[config.mk]
export PLATFORM = sky130hd
export DESIGN_NAME = guess_entry_ctrl
export DESIGN_NICKNAME = d
export VERILOG_FILES = /design/src/rtl/guess_entry_ctrl.sv
export SDC_FILE = /design/constraint.sdc
export NUM_CORES = 1
export LEC_CHECK = 0
export ABC_AREA = 1
export BUFFER_PORTS_ARGS = -buffer_cell sky130_fd_sc_hd__buf_4
export CAP_MARGIN = 20
export CORE_MARGIN = 1
export CORE_UTILIZATION = 58
export CTS_CLUSTER_DIAMETER = 60
export DETAILED_ROUTE_END_ITERATION = 16
export PLACE_DENSITY = 0.81
export SLEW_MARGIN = 20
export SYNTH_ARGS = -nofsm -noshare
export SYNTH_HDL_FRONTEND = slang
export SYNTH_SLANG_ARGS = --single-unit
[constraint.sdc]
create_clock -name clk -period 3.89 [get_ports clk]
set_clock_uncertainty 0.05 [all_clocks]
set_input_delay 0.778 -clock clk [delete_from_list [all_inputs] [get_ports clk]]
set_output_delay 0.778 -clock clk [all_outputs]
set_load 0.02 [all_outputs]
[src/rtl/guess_entry_ctrl.sv]
// guess_entry_ctrl: keypad digit entry for secret/guess banks with a sequential bulls/cows compare.
// Optional macro UNIQUE_DIGIT_CHECK_EN rejects a digit already present in the active bank.
module guess_entry_ctrl #(
  parameter int NUM_DIGITS = 4,
  parameter int DIGIT_W = 4,
  parameter int RADIX = 10,
  parameter int GCNT_W = 8
) (
  input  logic                               clk,
  input  logic                               rst_n,
  input  logic                               key_valid,
  input  logic [DIGIT_W-1:0]                 key_code,
  output logic [NUM_DIGITS*DIGIT_W-1:0]      secret_flat,
  output logic [NUM_DIGITS*DIGIT_W-1:0]      guess_flat,
  output logic [$clog2(NUM_DIGITS+1)-1:0]    cursor,
  output logic [1:0]                         phase,
  output logic                               busy,
  output logic                               key_err,
  output logic                               result_valid,
  output logic [$clog2(NUM_DIGITS+1)-1:0]    a_count,
  output logic [$clog2(NUM_DIGITS+1)-1:0]    b_count,
  output logic                               win,
  output logic [GCNT_W-1:0]                  guess_cnt
);
  localparam int CW = $clog2(NUM_DIGITS+1);
  localparam logic [CW-1:0] FULL = CW'(NUM_DIGITS);
  localparam logic [DIGIT_W-1:0] K_BACK = DIGIT_W'(RADIX);
  localparam logic [DIGIT_W-1:0] K_CLEAR = DIGIT_W'(RADIX+1);
  localparam logic [DIGIT_W-1:0] K_ENTER = DIGIT_W'(RADIX+2);
  typedef enum logic [1:0] {SECRET, GUESS, CHECK, DONE} state_t;
  state_t st;
  logic [DIGIT_W-1:0] secret [NUM_DIGITS];
  logic [DIGIT_W-1:0] guess [NUM_DIGITS];
  logic [DIGIT_W-1:0] g_cur, s_cur;
  logic [CW-1:0] idx, acc_a, acc_b, hit_b;
  logic hit_a, dup;
  assign phase = st;
  assign busy = st == CHECK;
  assign hit_a = g_cur == s_cur;
  // cows for the current index: guess digit against every other secret position
  always_comb begin
    secret_flat = '0;
    guess_flat = '0;
    g_cur = '0;
    s_cur = '0;
    hit_b = '0;
    for (int i = 0; i < NUM_DIGITS; i++) begin
      secret_flat[i*DIGIT_W +: DIGIT_W] = secret[i];
      guess_flat[i*DIGIT_W +: DIGIT_W] = guess[i];
      if (idx == CW'(i)) begin
        g_cur = guess[i];
        s_cur = secret[i];
      end
    end
    for (int j = 0; j < NUM_DIGITS; j++)
      if (idx != CW'(j) && g_cur == secret[j]) hit_b = hit_b + CW'(1);
  end
`ifdef UNIQUE_DIGIT_CHECK_EN
  always_comb begin
    dup = 1'b0;
    for (int j = 0; j < NUM_DIGITS; j++)
      if (CW'(j) < cursor && key_code == (st == GUESS ? guess[j] : secret[j])) dup = 1'b1;
  end
`else
  assign dup = 1'b0;
`endif
  always_ff @(posedge clk or negedge rst_n) begin
    if (!rst_n) begin
      for (int i = 0; i < NUM_DIGITS; i++) begin
        secret[i] <= '0;
        guess[i] <= '0;
      end
      st <= SECRET;
      cursor <= '0;
      key_err <= 1'b0;
      result_valid <= 1'b0;
      win <= 1'b0;
      a_count <= '0;
      b_count <= '0;
      guess_cnt <= '0;
      idx <= '0;
      acc_a <= '0;
      acc_b <= '0;
    end else begin
      key_err <= 1'b0;
      result_valid <= 1'b0;
      case (st)
        CHECK: begin
          if (idx == FULL) begin
            a_count <= acc_a;
            b_count <= acc_b;
            result_valid <= 1'b1;
            if (~&guess_cnt) guess_cnt <= guess_cnt + GCNT_W'(1);
            if (acc_a == FULL) begin
              win <= 1'b1;
              st <= DONE;
            end else begin
              st <= GUESS;
              cursor <= '0;
              for (int i = 0; i < NUM_DIGITS; i++) guess[i] <= '0;
            end
          end else begin
            acc_a <= acc_a + CW'(hit_a);
            acc_b <= acc_b + hit_b;
            idx <= idx + CW'(1);
          end
        end
        DONE: begin
          if (key_valid && key_code == K_CLEAR) begin
            for (int i = 0; i < NUM_DIGITS; i++) begin
              secret[i] <= '0;
              guess[i] <= '0;
            end
            cursor <= '0;
            win <= 1'b0;
            guess_cnt <= '0;
            st <= SECRET;
          end
        end
        default: begin
          if (key_valid) begin
            if (key_code < K_BACK) begin
              if (cursor == FULL || dup) key_err <= 1'b1;
              else begin
                for (int i = 0; i < NUM_DIGITS; i++)
                  if (cursor == CW'(i)) begin
                    if (st == SECRET) secret[i] <= key_code;
                    else guess[i] <= key_code;
                  end
                cursor <= cursor + CW'(1);
              end
            end else if (key_code == K_BACK) begin
              if (cursor == '0) key_err <= 1'b1;
              else begin
                for (int i = 0; i < NUM_DIGITS; i++)
                  if (cursor == CW'(i+1)) begin
                    if (st == SECRET) secret[i] <= '0;
                    else guess[i] <= '0;
                  end
                cursor <= cursor - CW'(1);
              end
            end else if (key_code == K_CLEAR) begin
              for (int i = 0; i < NUM_DIGITS; i++) begin
                if (st == SECRET) secret[i] <= '0;
                else guess[i] <= '0;
              end
              cursor <= '0;
            end else if (key_code == K_ENTER) begin
              if (cursor != FULL) key_err <= 1'b1;
              else if (st == SECRET) begin
                st <= GUESS;
                cursor <= '0;
                for (int i = 0; i < NUM_DIGITS; i++) guess[i] <= '0;
              end else begin
                st <= CHECK;
                idx <= '0;
                acc_a <= '0;
                acc_b <= '0;
              end
            end
          end
        end
      endcase
    end
  end
endmodule

# Word-level counts from Yosys, hierarchy flattened
# Index checks and enable logic that the tools add are counted.
word_totals:
  in_bits: 7
  ff_bits: 63
  out_inout_bits: 55
classes:
  order_cmp: 1
  n_reduce_logical: 34
  eq_ne: 61
  addsub: 9
  bitwise: 2
  n_mux: 114
op_table:
  columns: ["op", "n"]
  rows:
  - ["$mux 16", 18]
  - ["$mux 4", 34]
  - ["$mux 3", 25]
  - ["$pmux 16 s2", 2]
  - ["$reduce_and 9->1", 6]
  - ["$reduce_and 12->1", 4]
  - ["$ne 4x2->1 const B", 8]
  - ["$mux 8", 3]
  - ["$pmux 3 s2", 4]
  - ["$ne 3x2->1 const B", 7]
  - ["$eq 4x4->1", 5]
  - ["$mux 2", 10]
  - ["$ne 5x3->1 const B", 4]
  - ["$ne 2x2->1 const B", 9]
  - ["$ne 3x1->1 const B", 6]
  - ["$pmux 8 s2", 1]
  - ["$reduce_and 8->1", 2]
  - ["$add 3x1->3 const B", 5]
  - ["$mux 1", 15]
  - ["$eq 3x2->1 const B", 4]
  - ["$eq 4x4->1 const B", 3]
  - ["$ne 4x3->1 const B", 3]
  - ["$reduce_bool 6->1", 2]
  - ["$eq 3x3->1 const B", 3]
  - ["23 further kinds", 38]

# Longest topological paths before layout
# Gate-level depths: netlist of run 1.
depth:
  depth_word: 17
  depth_mapped: 25

# Least setup slack after synthesis of run 1
# Ideal clock, no wire load.
synth_timing:
  path_type: "register to register"
  start: "register idx[0]"
  end: "register acc_b[2]"
  path_stages_with_launch: 21
  period_less_slack_ps: 3580
  required_ps: 3722
  slack_ps: 310
  arrival_ps: 3412
  path_cell_list: "dfrtp_1 ha_1 ha_1 inv_1 buf_2 o21ai_2 inv_2 nand2_4 nand2_4 xnor2_1 o2111ai_1 nor3_1 ha_1 xnor2_2 ha_1 mux2_2 fa_1 inv_1 nand3_1 nand3_1 nand2_1"
synth_between:
  elab_chain_cells: 17
  word_cells_on_any_way: 33
  cone_classes: "add/sub (4); eq/ne (12); mux (10); reduce/logical (7)"
synth_lines:
  columns: ["item", "line", "text"]
  rows:
  - ["from (decl)", "35", "logic [CW-1:0] idx, acc_a, acc_b, hit_b;"]
  - ["from (signal assigned)", "105", "idx <= idx + CW'(1);"]
  - ["$logic_not 3->1", "50", "if (idx == CW'(i)) begin"]
  - ["$mux 4 (4 in a row)", "50", null]
  - ["$eq 4x4->1", "56", "if (idx != CW'(j) && g_cur == secret[j]) hit_b = hit_b + CW'(1);"]
  - ["$logic_and 1x1->1", "56", null]
  - ["$mux 1", "56", null]
  - ["$add 3x1->3", "56", null]
  - ["$mux 3", "56", null]
  - ["$add 3x1->3", "56", null]
  - ["$mux 3", "56", null]
  - ["$add 3x1->3", "56", null]
  - ["$mux 3", "56", null]
  - ["$add 3x3->3", "104", "acc_b <= acc_b + hit_b;"]
  - ["$mux 3", "89", "if (idx == FULL) begin"]
  - ["$pmux 3 s2", "87", "case (st)"]
  - ["to (signal assigned)", "104", null]
  - ["to (decl)", "35", null]
# Parallel ways exist; a longest one is shown, timed or not. The select of a mux whose other input is x is not followed.
# A chain may end at the register's enable or synchronous reset.

# Worst setup path after layout of run 1
# Same ends and word-level chain as after synthesis.

==> results.yml, run 1 <==
status:
  status: "complete, no violations"
timing:
  slew_viol_final: 0
  holdWs_ns: 0.437
  fin_crit_sh_pct: 93.0
  setup_viol: 0
  slew_headroom_pct: 45.5
  min_period_ns: 3.62
  clock.fmax_mhz: 276
  worstMarginPinSlew_ns: 0.816
  hold_viol: 0
drt:
  totalWireLength_mm: 10.7
  num_vias: 3930
  vias_per_cell: 5.64
  dr.first_iter.drc_count: 323
  wire_per_inst_um: 15.3
  dr.pass1.iters: 5
  ant_nets: 0
  drc: 0
synth:
  netlist_instances: 525
  synth_commonest_cells: "nand2_1 (108), inv_1 (73), dfrtp_1 (63), o21ai_0 (58), nand3_1 (41)"
  yosys_register_bits: 63
  ys_types: 44
  synth_edf_count: 0
  synth_most_common_cell: "nand2_1"
  synth_ff_type: "dfrtp_1"
  synthArstFlopShare_pct: 100
  yosys.area.top_type: "dfrtp_1"
  synthTopCellsByArea: "dfrtp_1 (39%), nand2_1 (9.9%), o21ai_0 (7.1%)"
  avgSynthCellArea_um2: 7.78
  ys_seq_area_share_pct: 38.6
  synth.cell_area_mm2: 0.00409
  yosysTopAreaCellShare_pct: 38.6
  syn-num-nets: 551
  yosysWarnings: 0
final_layout:
  multi_input_area_mm2: 0.00219
  final_util_pct: 72.9
  num-fill-cells: 529
  layout.nets: 622
  area_growth_pct: 21.2
  drive_above_1_share_pct: 24.6
  diodes: 0
  seqCellArea_mm2: 0.00158
worst_hold_path:
  hold_depth: 2
  hold_path_class: "reg2reg"
  hold_start: "a_count[0]"
  hold_end: "a_count[0]"
place:
  dpl.hpwl_mm: 8.03
  gp_congestion: 0.924
  port_buffers: 61
clock_tree:
  cts_inserted_buffers: 9
  cts_sinks: 63
  clkLatencyLatePin_ns: 0.34
  cts_root_buf: "clkbuf_8"
  cts_hold_buf: 0
  clk_pin_slew_ns: 0.07
  cts_tree: "done"
  clk_path_buf_depth: 2
  htree_num_levels: 3
critical_path:
  arrival_ns: 3.79
  worstPathRequired_ns: 4.06
  r2r_start: "idx[0]"
  crit_fanout: 5
  worst-setup-path-type: "reg2reg"
  r2r_slack_ns: 0.27
  worstRegToRegCells: 21
  crit_path_end_kind: "register"
  startpoint_type: "register"
  r2r-end: "acc_b[2]"
floorplan:
  row_count: 30
  die_h_um: 85.9
  boundaryPins: 62
  initial_utilization_pct: 60.1
  core-area_mm2: 0.00679
  die_w_um: 85.9
  die_area_mm2: 0.00738
global_routing:
  grt_start_max_net_pins: 64
  grt_pass1_wl_mm: 18.1
  grt-ovfl-total: 0
  gr-usage-all-layers_pct: 31.3
  grt_pass1_vias: 3735
  antenna_found_initial: 0
power:
  p_leak_uw: 0.00253
  power_density_mw_per_mm2: 1040
  vdd_ir_drop_max_mv: 0.476
flow_run:
  max_cap_viol_count: 0
-- cell families after synthesis --
logic type	Yosys count	share of synthesized area [%]
compound gates	112	16.1
xor+xnor	16	3.80
fa+ha+maj	19	6.00
buf+inv	94	9.28
flops	63	38.6
mux	1	0.276
simple gates	220	26.0
-- worst max-delay path by stage --
stage	from	end	slack, ns	cells after the start
floorplan	idx[0]	acc_b[2]	0.31	20
global placement	idx[0]	acc_b[2]	0.11	21
detailed placement	idx[0]	acc_b[2]	-0.05	21
CTS	idx[0]	acc_b[2]	0.02	20
global route	idx[2]	acc_b[2]	-0.04	21
finish	idx[0]	acc_b[2]	0.27	21
-- state kept, by name, summed over array words and instances (netlist names) --
name,count
cursor,3
key_err,1
a_count,3
win,1
secret_flat,16
phase,2
acc_a,3
result_valid,1
b_count,3
acc_b,3
idx,3
guess_flat,16
guess_cnt,8
-- layout make-up --
class / count / share of cell area (%)
clock buffers: 11 / 2.85
clock inverters: 5 / 1.64
inverters: 86 / 6.67
multi-input cells: 368 / 44.2
flip-flops and latches: 63 / 31.9
well taps: 96 / 2.42
repair buffers: 68 / 10.3
-- placed cells by master, fill, tap and decap left out, types with 5 or more instances in the layout --
cell,count
nand2_1,108
inv_1,70
buf_4,68
dfrtp_1,61
o21ai_0,56
nand3_1,41
nor2_1,29
inv_2,14
a21oi_1,13
ha_1,12
xor2_1,10
o22ai_1,10
clkbuf_8,10
nand2_4,8
a22oi_1,8
nand2_2,7
nor2_2,5
nor2_4,5
o21ai_1,5
o2111ai_1,5
nor3_1,5
ha_2,5
-- per-stage QoR --
stage	TNS (ns)	setup slack, ns	total power [µW]	cells	instance area [µm²]
after floorplan	0	0.310	3370	525	4090
after global placement	0	0.111	4160	676	4630
after detailed placement	-0.0527	-0.0527	4260	676	4630
after CTS	0	0.0203	4930	692	4870
after global routing	-0.0367	-0.0367	5620	697	4950
final	0	0.272	5150	697	4950
-- per-layer routing --
layer	track usage, %	part of all wire, %	up-vias
li1	-	-	1874
met1	42.8	42	1854
met2	50.4	48	180
met3	6.16	7.4	22
met4	9.70	1.7	0
met5	0	0	-
-- power by group --
part	switching, µW	internal (µW)
clock network	261	379
registers	332	943
logic	1920	1320
-- critical path, stage by stage (launching register included) --
cell	delay, ns
dfrtp_2	0.44
ha_2	0.20
ha_2	0.20
inv_2	0.09
o21ai_1	0.07
inv_1	0.09
nand2_4	0.07
nand2_4	0.08
clkinv_4	0.07
a211oi_2	0.22
nand2_1	0.11
nor3_4	0.24
inv_1	0.07
ha_1	0.20
o21ai_2	0.14
ha_1	0.24
mux2_2	0.28
fa_2	0.37
inv_1	0.06
nand3_1	0.07
nand3_1	0.08
nand2_1	0.06
-- repair_timing --
action	in CTS	in global routing
pin swaps	0	5
endpoints found under the hold margin	0	0
setup endpoints to repair	1	2
setup buffers	0	5
gates resized for setup	3	18
Note: power is estimated with default switching activity, not from simulation.
==> inputs of run 2 (changes only) <==
--- a/config.mk
+++ b/config.mk
@@ -13,6 +13,7 @@
 export CTS_CLUSTER_DIAMETER = 60
 export DETAILED_ROUTE_END_ITERATION = 16
 export PLACE_DENSITY = 0.81
+export RECOVER_POWER = 100
 export SLEW_MARGIN = 20
 export SYNTH_ARGS = -nofsm -noshare
 export SYNTH_HDL_FRONTEND = slang
==> run 2 against run 1 <==
Compared with the run above:
- the run now ends with max-capacitance violations, max-slew violations left
- die area is the same
- clock-buffer cell count did not move
- combinational power is 6.8% lower
- final area down 4.7%
==> results.yml, run 2 (same netlist as run 1, synthesis figures left out) <==
critical_path:
  crit_family: "adder cells"
  r2r_start: "idx[0]"
  worstRegToRegCells: 21
  worst-setup-path-type: "reg2reg"
  cp.buffers_inverters: 5
  critical_path_depth: 21
  cp_common_cell: "inv_1"
  r2r-end: "acc_b[2]"
  startpoint_type: "register"
  crit_path_end_kind: "register"
  slowest_stage: "dfrtp_2"
  worstPathCellList: "ha_2 -> ha_2 -> inv_2 -> o21ai_1 -> inv_1 -> nand2_4 -> nand2_4 -> clkinv_4 -> a211oi_2 -> nand2_1 -> nor3_4 -> inv_1 -> ha_1 -> o21ai_2 -> ha_1 -> mux2_2 -> fa_2 -> inv_1 -> nand3_1 -> nand3_1 -> nand2_1"
  worstPathRequired_ns: 4.06
  critical-path-max-stage-delay_ns: 0.45
  crit_fanout: 5
  arrival_ns: 3.79
  r2r_slack_ns: 0.27
worst_hold_path:
  hold_depth: 2
  hold_end: "b_count[2]"
  hold_path_class: "reg2reg"
  hold_start: "b_count[2]"
drt:
  dr.first_iter.drc_count: 368
  num_vias: 3905
  drc: 0
  wire_per_inst_um: 15.3
  totalWireLength_mm: 10.7
  dr.pass1.iters: 5
  vias_per_cell: 5.60
  ant_nets: 0
clock_tree:
  htree_num_levels: 3
  clk_pin_slew_ns: 0.07
  cts_root_buf: "clkbuf_8"
  cts_hold_buf: 0
  cts_inserted_buffers: 9
  cts_tree: "done"
  clk_path_buf_depth: 2
  clkLatencyLatePin_ns: 0.34
  cts_sinks: 63
floorplan:
  core-area_mm2: 0.00679
  die_area_mm2: 0.00738
  die_w_um: 85.9
  initial_utilization_pct: 60.1
  boundaryPins: 62
  row_count: 30
  die_h_um: 85.9
power:
  power_density_mw_per_mm2: 1040
  vdd_ir_drop_max_mv: 0.462
  p_leak_uw: 0.00232
  p_total_uw: 4930
place:
  dpl.hpwl_mm: 8.03
  placed_area_mm2: 0.00463
  dp.cells: 676
  port_buffers: 61
  pre_cts_slack_ns: -0.0527
  gp_congestion: 0.924
timing:
  fin_crit_sh_pct: 93.1
  worstMarginPinSlew_ns: 1.52
  setup_viol: 0
  slew_headroom_pct: -1.25
  hold_viol: 0
  holdWs_ns: 0.431
  layout_setup_ws_ns: 0.270
  min_period_ns: 3.62
  clock.fmax_mhz: 276
  slew_viol_final: 64
global_routing:
  grt_pass1_wl_mm: 18.1
  grt-ovfl-total: 0
  grt_pass1_vias: 3735
  gr-usage-all-layers_pct: 31.3
  grt_start_max_net_pins: 64
  antenna_found_initial: 0
flow_run:
  max_cap_viol_count: 1
final_layout:
  final_common_cell: "nand2_1"
  diodes: 0
  drive_above_1_share_pct: 13.5
  area_growth_pct: 15.5
  final_cells: 697
  layout_common_cells: "nand2_1 (109), inv_1 (76), dfrtp_1 (61), o21ai_0 (57), clkbuf_1 (56)"
  layout.nets: 622
  stdcell_area_mm2: 0.00472
status:
  violations: "max-capacitance violations, max-slew violations"
  status: "finished with violations"
run 2: cell types whose count changed in the layout (fill, tap and decap cells not counted), moves of 2 or more:
cell / before / now
nor3_2: 4 / 2
buf_4: 68 / 12
inv_2: 14 / 8
nor2_1: 29 / 32
nor3_1: 5 / 7
clkbuf_1: 1 / 56
inv_1: 70 / 76
nor2_2: 5 / 3
run 2: how the worst max path moves through the flow:
stage               startpoint  endpoint  slack (ns)
finish                  idx[0]  acc_b[2]        0.27
global route            idx[2]  acc_b[2]       -0.04
CTS                     idx[0]  acc_b[2]        0.02
detailed placement      idx[0]  acc_b[2]       -0.05
global placement        idx[0]  acc_b[2]        0.11
floorplan               idx[0]  acc_b[2]        0.31
run 2: layer usage:
metal	track usage (%)	vias up	part of all wire [%]
li1	-	1871	-
met1	42.8	1828	43
met2	50.4	185	48
met3	6.16	21	7.1
met4	9.70	0	1.8
met5	0	-	0
run 2: final cells by class:
| class | count | area [µm²] |
|---|---|---|
| Clock buffer | 11 | 141 |
| Inverter | 86 | 330 |
| Multi-Input combinational cell | 368 | 2170 |
| Timing Repair Buffer | 68 | 302 |
| Fill cell | 589 | 2070 |
| Tap cell | 96 | 120 |
| Clock inverter | 5 | 81.3 |
| Sequential cell | 63 | 1580 |
run 2: what timing repair did:
| action | CTS | global route |
|---|---|---|
| setup buffers | 0 | 5 |
| setup endpoints to repair | 1 | 2 |
| resized for setup | 3 | 18 |
| pin swaps | 0 | 5 |
| gates cloned | 0 | 0 |
run 2: power by group:
group	total [µW]	internal [µW]	switching [µW]	leakage, µW
Combinational	3020	1120	1900	0.00144
Sequential	1270	943	326	0.000779
Clock	642	379	263	0.000110
run 2: worst register-to-register path: cells and delay by family, from the launching register on:
kind | cells | cell delay [ns]
AOI/OAI and AO/OA | 3 | 0.44
adders and majority gates | 5 | 1.21
buffers and inverters | 5 | 0.38
DFF | 1 | 0.45
muxes | 1 | 0.28
and+or+nand+nor | 7 | 0.71
run 2: stage by stage:
stage	util, %	TNS (ns)
2_1_floorplan	-	0
3_3_place_gp	68.2	0
3_5_place_dp	68.2	-0.0527
4_1_cts	71.6	0
5_1_grt	69.5	-0.0366
6_report	69.5	0
